--- src/rtl/jk_excite_driver.sv ---
// rtl/jk_excite_driver.sv - JK flip-flop excitation driver with target-bit FIFO and readback check
`timescale 1ns/1ps
module jk_excite_driver #(
    parameter int DEPTH       = 4,
    parameter int ERRW        = 8,
    parameter bit TOGGLE_PREF = 1'b0
) (
    input  logic            clk,
    input  logic            rst,
    input  logic            tgt_valid,
    input  logic            tgt_bit,
    output logic            tgt_ready,
    input  logic            init_req,
    input  logic            q_fb,
    output logic            j,
    output logic            k,
    output logic            ff_rst,
    output logic            busy,
    output logic            err,
    output logic [ERRW-1:0] err_count
);
    localparam int AW = (DEPTH > 1) ? $clog2(DEPTH) : 1;

    typedef enum logic [2:0] {IDLE, INIT1, INIT2, DRIVE, APPLY, CHECK} state_t;

    state_t          state_q;
    logic [DEPTH-1:0] mem_q, mem_d;
    logic [AW:0]     wr_ptr_q, wr_ptr_d, rd_ptr_q, rd_ptr_d;
    logic            exp_q, j_q, k_q, ff_rst_q, err_q;
    logic [ERRW-1:0] err_count_q;
    logic            empty, full, push, pop, head, next_j, next_k;

    // Pointers carry one extra wrap bit so full and empty are distinguishable.
    assign empty = (wr_ptr_q == rd_ptr_q);
    assign full  = (wr_ptr_q[AW] != rd_ptr_q[AW]) && (wr_ptr_q[AW-1:0] == rd_ptr_q[AW-1:0]);
    assign push  = tgt_valid && !full;
    assign pop   = (state_q == DRIVE);
    assign head  = mem_q[rd_ptr_q[AW-1:0]];

    always_comb begin
        mem_d    = mem_q;
        wr_ptr_d = wr_ptr_q + (AW+1)'(push);
        rd_ptr_d = rd_ptr_q + (AW+1)'(pop);
        if (push) begin
            mem_d[wr_ptr_q[AW-1:0]] = tgt_bit;
        end
    end

    always_comb begin
        if (TOGGLE_PREF) begin
            next_j = q_fb ^ head;
            next_k = q_fb ^ head;
        end else begin
            next_j = !q_fb && head;
            next_k = q_fb && !head;
        end
    end

    always_ff @(posedge clk or posedge rst) begin
        if (rst) begin
            mem_q    <= '0;
            wr_ptr_q <= '0;
            rd_ptr_q <= '0;
        end else begin
            mem_q    <= mem_d;
            wr_ptr_q <= wr_ptr_d;
            rd_ptr_q <= rd_ptr_d;
        end
    end

    always_ff @(posedge clk or posedge rst) begin
        if (rst) begin
            state_q     <= IDLE;
            exp_q       <= 1'b0;
            j_q         <= 1'b0;
            k_q         <= 1'b0;
            ff_rst_q    <= 1'b0;
            err_q       <= 1'b0;
            err_count_q <= '0;
        end else begin
            err_q <= 1'b0;
            case (state_q)
                IDLE: begin
                    if (init_req) begin
                        state_q  <= INIT1;
                        ff_rst_q <= 1'b1;
                    end else if (!empty) begin
                        state_q <= DRIVE;
                    end
                end
                INIT1: state_q <= INIT2;
                INIT2: begin
                    state_q  <= CHECK;
                    ff_rst_q <= 1'b0;
                    exp_q    <= 1'b0;
                end
                DRIVE: begin
                    exp_q   <= head;
                    j_q     <= next_j;
                    k_q     <= next_k;
                    state_q <= APPLY;
                end
                APPLY: begin
                    j_q     <= 1'b0;
                    k_q     <= 1'b0;
                    state_q <= CHECK;
                end
                CHECK: begin
                    if (q_fb != exp_q) begin
                        err_q <= 1'b1;
                        if (err_count_q != '1) begin
                            err_count_q <= err_count_q + ERRW'(1);
                        end
                    end
                    state_q <= empty ? IDLE : DRIVE;
                end
                default: state_q <= IDLE;
            endcase
        end
    end

    assign tgt_ready = !full;
    assign busy      = (state_q != IDLE) || !empty;
    assign j         = j_q;
    assign k         = k_q;
    assign ff_rst    = ff_rst_q;
    assign err       = err_q;
    assign err_count = err_count_q;
endmodule

--- config.mk ---
export PLATFORM = sky130hd
export DESIGN_NAME = jk_excite_driver
export DESIGN_NICKNAME = d
export VERILOG_FILES = /design/src/rtl/jk_excite_driver.sv
export SDC_FILE = /design/constraint.sdc
export NUM_CORES = 1
export LEC_CHECK = 0
export ABC_AREA = 1
export CORE_MARGIN = 2
export CORE_UTILIZATION = 40
export CTS_CLUSTER_DIAMETER = 50
export DETAILED_ROUTE_END_ITERATION = 12
export PLACE_DENSITY = 0.63
export SLEW_MARGIN = 10
export SYNTH_ARGS = -nofsm -noshare
export SYNTH_HDL_FRONTEND = slang
export SYNTH_SLANG_ARGS = --single-unit
--- constraint.sdc ---
create_clock -name clk -period 3.8 [get_ports clk]
set_input_delay 0.76 -clock clk [delete_from_list [all_inputs] [get_ports clk]]
set_output_delay 0.76 -clock clk [all_outputs]
set_load 0.02 [all_outputs]
==> impl_metrics.json, run 1 <==
{
  "finish.utilization_pct": 50.5,
  "critical-path-top-delay-family": "buffers and inverters",
  "crit_path_start_kind": "flip-flop",
  "yosysMostFrequentCell": "nand2_1",
  "syn_avg_cell_area_um2": 7.74,
  "cts_made_buffers": 3,
  "min_path_cells": 2,
  "hold_path.startpoint": "mem_q[1]",
  "max_freq_mhz": 354,
  "slowest_stage": "clkdlybuf4s50_1",
  "postCtsSetupBuffers": 0,
  "clk_latency_ns": 0.32,
  "total_leakage_power_nw": 0.871,
  "drt_iter0_drc": 85,
  "synth_edf_count": 0,
  "critPathRequiredTime_ns": 3.04,
  "fin_setup_tns_ns": 0,
  "yosysTopAreaCell": "dfrtp_1",
  "synth_seq_area_share_pct": 45.7,
  "seq_power_share_pct": 40.5,
  "drc": 0,
  "ant_nets": 0,
  "min_period_over_period_pct": 74.4,
  "gr-total-overflow": 0,
  "slew_violations": 0,
  "skew_ns": 0.00423,
  "nNetsFinal": 217,
  "antenna_found_initial": 0,
  "routed_wl_um": 2770,
  "powerDensity_mw_per_mm2": 709,
  "rsz0062_at_grt": "no",
  "tritoncts": "yes",
  "max-slew-margin-rel_pct": 32.3,
  "setup_viol": 0,
  "ys_types": 20,
  "dr.pass1.iters": 4,
  "pwr-share-comb_pct": 43.6,
  "synth-async-reset-ratio_pct": 100,
  "vias": 1213,
  "yosysWarnings": 0,
  "cpMostUsedCell": "nand2_1",
  "gp_congestion": 0.874,
  "fin_cells": 251,
  "htree_num_levels": 1,
  "synth_flop_cell": "dfrtp_1",
  "worst_ir_drop_vdd_uv": 293,
  "layout_min_cycle_time_ns": 2.83,
  "detailedPlacementHpwl_um": 2060,
  "grt_max_degree": 27,
  "syn_to_final_growth_pct": 20.3,
  "dieArea_mm2": 0.00405,
  "cp_data_arrival_time_ns": 2.07,
  "critPathBufInv": 2,
  "rows": 21,
  "crit_chain": "inv_1 > nand2_1 > nand2_1 > nand3_1 > or2_2 > clkdlybuf4s50_1",
  "cts_resized": 0,
  "worstReg2RegStart": "wr_ptr_q[1]",
  "drive_gt1_share_pct": 6.83,
  "cp-end-kind": "output port",
  "synthTopCellsByCount": "nand2_1 (73), dfrtp_1 (26), inv_1 (21)",
  "syn_inst": 184,
  "antenna_cells": 0,
  "ys_ff_latch": 26,
  "whs_ns": 0.507,
  "worstPathMaxFanout": 7,
  "r2r_end": "wr_ptr_q[2]",
  "reg2reg_slack_ns": 2.10,
  "numClockSinks": 26,
  "drv_cap": 0,
  "hold_viol": 0,
  "tightest_slew_ns": 1.01,
  "rr_worst_depth": 9,
  "clk_path_buf_depth": 2,
  "synth.area.top_cells": "dfrtp_1 (46%), nand2_1 (19%), nand3_1 (6.0%)",
  "max_stage_delay_ns": 0.54,
  "worstSetupPathType": "flip-flop to output port",
  "avgViaCountPerCell": 4.83,
  "holdBufCountCts": 0,
  "start_util_pct": 42.0,
  "post_drt_wl_per_cell_um": 11.0,
  "core_mm2": 0.00339,
  "pwr-share-clk_pct": 15.9,
  "p_int_uw": 695,
  "num_io_pins": 20,
  "hold_end": "mem_q[1]",
  "switching_share_pct": 42.8,
  "hp-class": "flip-flop to flip-flop",
  "portBuffers": 19,
  "clkTransAtPathRegs_ns": 0.15,
  "power.switching_uw": 519,
  "grt_pass1_vias": 1163,
  "die_w_um": 63.7,
  "status": "finished, final reports clean",
  "synth_top_area_share_pct": 45.7,
  "synth_area_mm2": 0.00142,
  "synthesis.nets": 195,
  "gr-usage-all-layers_pct": 15.5,
  "cts_root_buf": "clkbuf_4",
  "dp.cells": 247,
  "grt_pass1_wl_um": 5040,
  "die_h_um": 63.7
}
[sequential cells by signal (all words and copies together) (netlist names)]
register / flops
wr_ptr_q: 3
ff_rst: 1
err_count: 8
rd_ptr_q: 3
state_q: 3
mem_q: 4
err: 1
k: 1
j: 1
exp_q: 1
[cells in the final DEF, fill, tap and decap left out, types with 4 or more instances in the layout]
cell             netlist  routed
ha_1                   5       5
dfrtp_1               26      26
xor2_1                 4       4
clkdlybuf4s50_1        0      19
nand3_1               17      17
inv_1                 21      21
nand4_1                7       7
nand2_1               73      73
nor2_1                11      11
[worst max path at each step]
stage | from | slack (ns) | to | depth (start not counted)
CTS | wr_ptr_q[1] | 0.97 | busy | 6
floorplan | wr_ptr_q[0] | 1.94 | busy | 5
detailed placement | wr_ptr_q[0] | 1.35 | busy | 6
global placement | wr_ptr_q[0] | 1.42 | busy | 6
global route | wr_ptr_q[0] | 0.84 | busy | 6
finish | wr_ptr_q[1] | 0.97 | busy | 6
[metal layers]
layer	vias up	GRT usage, %	part of all wire, %
met3	6	2.68	3.1
met2	28	26.1	45
met5	-	0	0
li1	622	-	-
met1	557	20.3	50
met4	0	4.89	1.7
[final cells by class]
cell class	count	area, um^2
fillers	324	1680
multi-input cells	133	676
flip-flops and latches	26	651
repair buffers	19	190
inverters	23	86.3
well taps	46	57.6
clock inverters	1	30.0
clock buffers	3	22.5
[tightest hold or removal path, delay by kind of cell (launching register included)]
family	cells	cell delay (ns)
DFF	1	0.38
and+or+nand+nor	2	0.11
[through the flow]
step | setup WS [ns] | total power [mW] | area, um^2
2_1_floorplan | 1.94 | 0.858 | 1420
3_3_place_gp | 1.42 | 1.00 | 1660
3_5_place_dp | 1.35 | 1.02 | 1660
4_1_cts | 0.969 | 1.22 | 1710
5_1_grt | 0.845 | 1.34 | 1710
6_report | 0.971 | 1.21 | 1710
[kinds of logic after synthesis]
| family | share of synthesized area (%) |
|---|---|
| simple gates | 35.3 |
| flops | 45.7 |
| buf+inv | 6.85 |
| compound gates | 4.04 |
| xor+xnor | 3.69 |
| fa+ha+maj | 4.39 |
[power by group through the flow]
| stage | registers (mW) | logic [mW] | clock network [mW] |
|---|---|---|---|
| floorplan | 0.504 | 0.354 | 0 |
| global placement | 0.490 | 0.514 | 0 |
| detailed placement | 0.498 | 0.525 | 0 |
| CTS | 0.491 | 0.533 | 0.197 |
| global route | 0.511 | 0.607 | 0.218 |
| finish | 0.492 | 0.529 | 0.193 |
Note: power is estimated with default switching activity, not from simulation.
==> inputs of run 2 (changes only) <==
- PLACE_DENSITY: 0.63 -> 0.65
- clock period: 3.8 -> 2.5 ns (I/O delays scaled with it)
==> run 2 against run 1 <==
Clock-buffer cell count is the same. Critical endpoint unchanged. Cell count stayed put. Clock power is 6% lower.
==> impl_metrics.json, run 2 (same netlist as run 1, synthesis figures left out) <==
{
  "clk_latency_ns": 0.32,
  "gp_congestion": 0.785,
  "fin_setup_tns_ns": 0,
  "fin_cells": 251,
  "vias": 1192,
  "multiInputGateArea_um2": 676,
  "max-slew-margin-rel_pct": 76.4,
  "drv_cap": 0,
  "gr-total-overflow": 0,
  "drt_iter0_drc": 27,
  "critPathRequiredTime_ns": 2.00,
  "largest_register_ffs": 8,
  "rows": 21,
  "ant_nets": 0,
  "rsz0062_at_grt": "no",
  "min_period_over_period_pct": 92.7,
  "setup_viol": 0,
  "grt_pass1_vias": 1149,
  "cts_root_buf": "clkbuf_4",
  "antenna_found_initial": 0,
  "crit_path_start_kind": "flip-flop",
  "layout_min_cycle_time_ns": 2.32,
  "num_io_pins": 20,
  "total_leakage_power_nw": 0.861,
  "grt_max_degree": 27,
  "cp-end-kind": "output port",
  "avgViaCountPerCell": 4.75,
  "die_w_um": 63.7,
  "powerDensity_mw_per_mm2": 1020,
  "hold_viol": 0,
  "antenna_cells": 0,
  "fill_cells": 335,
  "post_drt_wl_per_cell_um": 10.7,
  "cts_made_buffers": 3,
  "cp_data_arrival_time_ns": 1.82,
  "worstPathMaxFanout": 7,
  "routed_wl_um": 2700,
  "htree_num_levels": 1,
  "dp.cells": 248,
  "dr.pass1.iters": 4,
  "max_freq_mhz": 432,
  "status": "finished, final reports clean",
  "drc": 0,
  "clk_path_buf_depth": 2,
  "core_mm2": 0.00339,
  "nNetsFinal": 218,
  "worstSetupPathType": "flip-flop to output port",
  "final_cell_mix": "nand2_1 (73), dfrtp_1 (26), inv_1 (21)",
  "gr-usage-all-layers_pct": 15.5,
  "grt_pass1_wl_um": 5030,
  "dpl-instance-area_mm2": 0.00167,
  "finish.utilization_pct": 49.9,
  "tritoncts": "yes",
  "syn_to_final_growth_pct": 18.8,
  "hp-class": "flip-flop to flip-flop",
  "worst_ir_drop_vdd_uv": 508,
  "numClockSinks": 26,
  "drive_gt1_share_pct": 6.83,
  "skew_ns": 0.00479,
  "holdBufCountCts": 0,
  "clkTransAtPathRegs_ns": 0.14,
  "stdcell_area_mm2": 0.00169,
  "regArea_um2": 651,
  "dieArea_mm2": 0.00405,
  "die_h_um": 63.7,
  "start_util_pct": 42.0,
  "tightest_slew_ns": 0.354,
  "final_common_cell": "nand2_1",
  "portBuffers": 19,
  "slew_violations": 0,
  "detailedPlacementHpwl_um": 2060
}
-- run 2: power breakdown --
part / leakage [nW] / internal, mW / switching, mW
Sequential: 0.331 / 0.579 / 0.165
Combinational: 0.516 / 0.312 / 0.484
Clock: 0.0138 / 0.0566 / 0.125
-- run 2: path summary, 6_finish.rpt --
path                            slack, ns  cells after the start        start      endpoint
worst max register to register       0.81                      9  wr_ptr_q[1]   wr_ptr_q[2]
min in group asynchronous            0.50                      3          rst  err_count[2]
max in group asynchronous            1.74                      3          rst             k
worst min register to register       0.49                      2     mem_q[2]      mem_q[2]
worst min-delay path                 0.49                      2     mem_q[2]      mem_q[2]
worst max-delay path                 0.18                      6  wr_ptr_q[1]          busy
-- run 2: repair_timing --
action | in CTS | in global routing
gates resized for setup | 1 | 1
setup buffers | 0 | 0
endpoints found under the setup margin | 1 | 1
-- run 2: critical path: stages (launching register included) --
cell and delay, ns:
dfrtp_1 0.48, inv_1 0.12, nand2_1 0.06, nand2_1 0.09, nand3_1 0.13, or2_2 0.29, dlygate4sd2_1 0.32
-- run 2: stage by stage --
stage / hold WS (ns) / worst slack (ns) / power (mW)
final: 0.494 / 0.184 / 1.72
after global routing: 0.531 / 0.0369 / 1.90
after CTS: 0.493 / 0.118 / 1.74
after detailed placement: 0.459 / 0.333 / 1.56
after global placement: 0.471 / 0.379 / 1.52
after floorplan: 0.442 / 0.889 / 1.30
-- run 2: layout make-up --
class,instances,share of cell area [%]
repair buffers,20,11.8
inverters,23,5.10
well taps,46,3.40
flip-flops and latches,26,38.5
multi-input cells,133,39.9
clock buffers,3,1.33
-- run 2: layer usage --
layer	up-vias	global-route usage, %	part of all wire [%]
met3	5	2.14	2.3
met1	548	19.7	50
met2	17	26.2	46
met4	0	6.52	2.2
li1	622	-	-
met5	-	0	0
==> inputs of run 3 (changes only) <==
- PLACE_DENSITY: 0.65 -> 0.63
- clock period: 2.5 -> 2.35 ns (I/O delays scaled with it)
==> run 3 against run 2 <==
Critical endpoint unchanged. Register-to-register slack got worse by 0.15 ns. Setup slack got worse by 0.096 ns. Power grew 15%.
==> impl_metrics.json, run 3 (same netlist as run 1, synthesis figures left out) <==
{
  "grt_pass1_vias": 1157,
  "num_io_pins": 20,
  "numClockSinks": 26,
  "clkTransAtPathRegs_ns": 0.15,
  "drive_gt1_share_pct": 9.66,
  "vias": 1213,
  "holdBufCountCts": 0,
  "worst_ir_drop_vdd_uv": 369,
  "grt_pass1_wl_um": 4970,
  "worstSetupPathType": "flip-flop to output port",
  "tritoncts": "yes",
  "nNetsFinal": 219,
  "die_w_um": 63.7,
  "multiInputGateArea_um2": 681,
  "antenna_found_initial": 0,
  "cp-end-kind": "output port",
  "avgViaCountPerCell": 4.79,
  "syn_to_final_growth_pct": 21.7,
  "wl_met2_um": 1270,
  "setup_viol": 0,
  "portBuffers": 19,
  "hp-class": "primary input to asynchronous set/reset pin",
  "total_leakage_power_nw": 0.875,
  "ant_nets": 0,
  "antenna_cells": 0,
  "max_freq_mhz": 442,
  "fill_cells": 319,
  "whs_ns": 0.467,
  "tightest_slew_ns": 0.363,
  "post_drt_wl_per_cell_um": 11.1,
  "status": "finished, final reports clean",
  "top_layer": "met4",
  "dieArea_mm2": 0.00405,
  "hold_viol": 0,
  "reg2reg_slack_ns": 0.66,
  "min_period_over_period_pct": 96.3,
  "final_common_cell": "nand2_1",
  "dr.pass1.iters": 4,
  "start_util_pct": 42.0,
  "htree_num_levels": 1,
  "largest_register_ffs": 8,
  "dp.cells": 248,
  "slew_violations": 0,
  "routed_wl_um": 2800,
  "grt_max_degree": 27,
  "slowest_stage": "dfrtp_2",
  "crit_path_start_kind": "flip-flop",
  "cts_root_buf": "clkbuf_4",
  "rows": 21,
  "core_mm2": 0.00339,
  "clk_latency_ns": 0.33,
  "gr-total-overflow": 0,
  "met3WireLength_um": 72,
  "max_stage_delay_ns": 0.47,
  "crit_chain": "inv_1 > nand2_1 > nand2_1 > nand3_2 > or2_2 > dlygate4sd2_1",
  "wl_met1_um": 1410,
  "detailedPlacementHpwl_um": 2100,
  "max-slew-margin-rel_pct": 75.8,
  "cts_made_buffers": 3,
  "cp_data_arrival_time_ns": 1.79,
  "cpMostUsedCell": "nand2_1",
  "fin_cells": 253,
  "drc": 0,
  "skew_ns": 0.00802,
  "regArea_um2": 653,
  "critPathBufInv": 2,
  "fin_setup_tns_ns": 0,
  "drv_cap": 0,
  "final_cell_mix": "nand2_1 (73), dfrtp_1 (24), inv_1 (20)",
  "gr-usage-all-layers_pct": 15.2,
  "rsz0062_at_grt": "no",
  "powerDensity_mw_per_mm2": 1140,
  "critical-path-top-delay-family": "simple AND/OR/NAND/NOR gates",
  "clk_path_buf_depth": 2,
  "drt_iter0_drc": 85,
  "die_h_um": 63.7,
  "worstPathMaxFanout": 7,
  "layout_min_cycle_time_ns": 2.26,
  "critPathRequiredTime_ns": 1.88,
  "gp_congestion": 0.858
}
## run 3: final timing paths
check	start	end	cells past startpoint
max	wr_ptr_q[0]	busy	6
min	rst	err_count[0]	3
max reg2reg	wr_ptr_q[0]	wr_ptr_q[2]	9
min in group clk	mem_q[1]	mem_q[1]	2
max in group asynchronous	rst	wr_ptr_q[0]	3
min reg2reg	mem_q[1]	mem_q[1]	2
## run 3: worst min-delay path, delay by kind of cell
kind	cells	cell delay [ns]
buffers and inverters	3	0.75
## run 3: area by class of cell
class / count / area share, %
Multi-Input combinational cell: 133 / 39.3
Sequential cell: 26 / 37.7
Timing Repair Buffer: 21 / 11.7
Inverter: 23 / 4.98
Tap cell: 46 / 3.32
Clock inverter: 1 / 1.73
Clock buffer: 3 / 1.30
## run 3: power breakdown
part | leakage (nW) | switching [mW] | internal, mW
Combinational | 0.518 | 0.525 | 0.343
Sequential | 0.329 | 0.181 | 0.619
Clock | 0.0279 | 0.142 | 0.173
## run 3: layer usage
layer	GRT usage, %	vias to the layer above
met4	5.43	0
met1	20.0	563
met2	24.6	16
met5	0	-
li1	-	628
met3	3.04	6
## run 3: what timing repair did
action,CTS,global route
gates resized for setup,2,4
setup buffers,0,1
setup endpoints to repair,2,1
cloned,0,0
## run 3: metrics by stage
stage               cell area [um^2]  setup WS, ns  util [%]  power (mW)
floorplan                       1420         0.739         -        1.39
global placement                1670         0.257      49.2        1.62
detailed placement              1670         0.205      49.2        1.66
CTS                             1720        0.0349      50.7        1.97
global route                    1730       0.00974      51.1        2.16
finish                          1730        0.0874      51.1        1.98
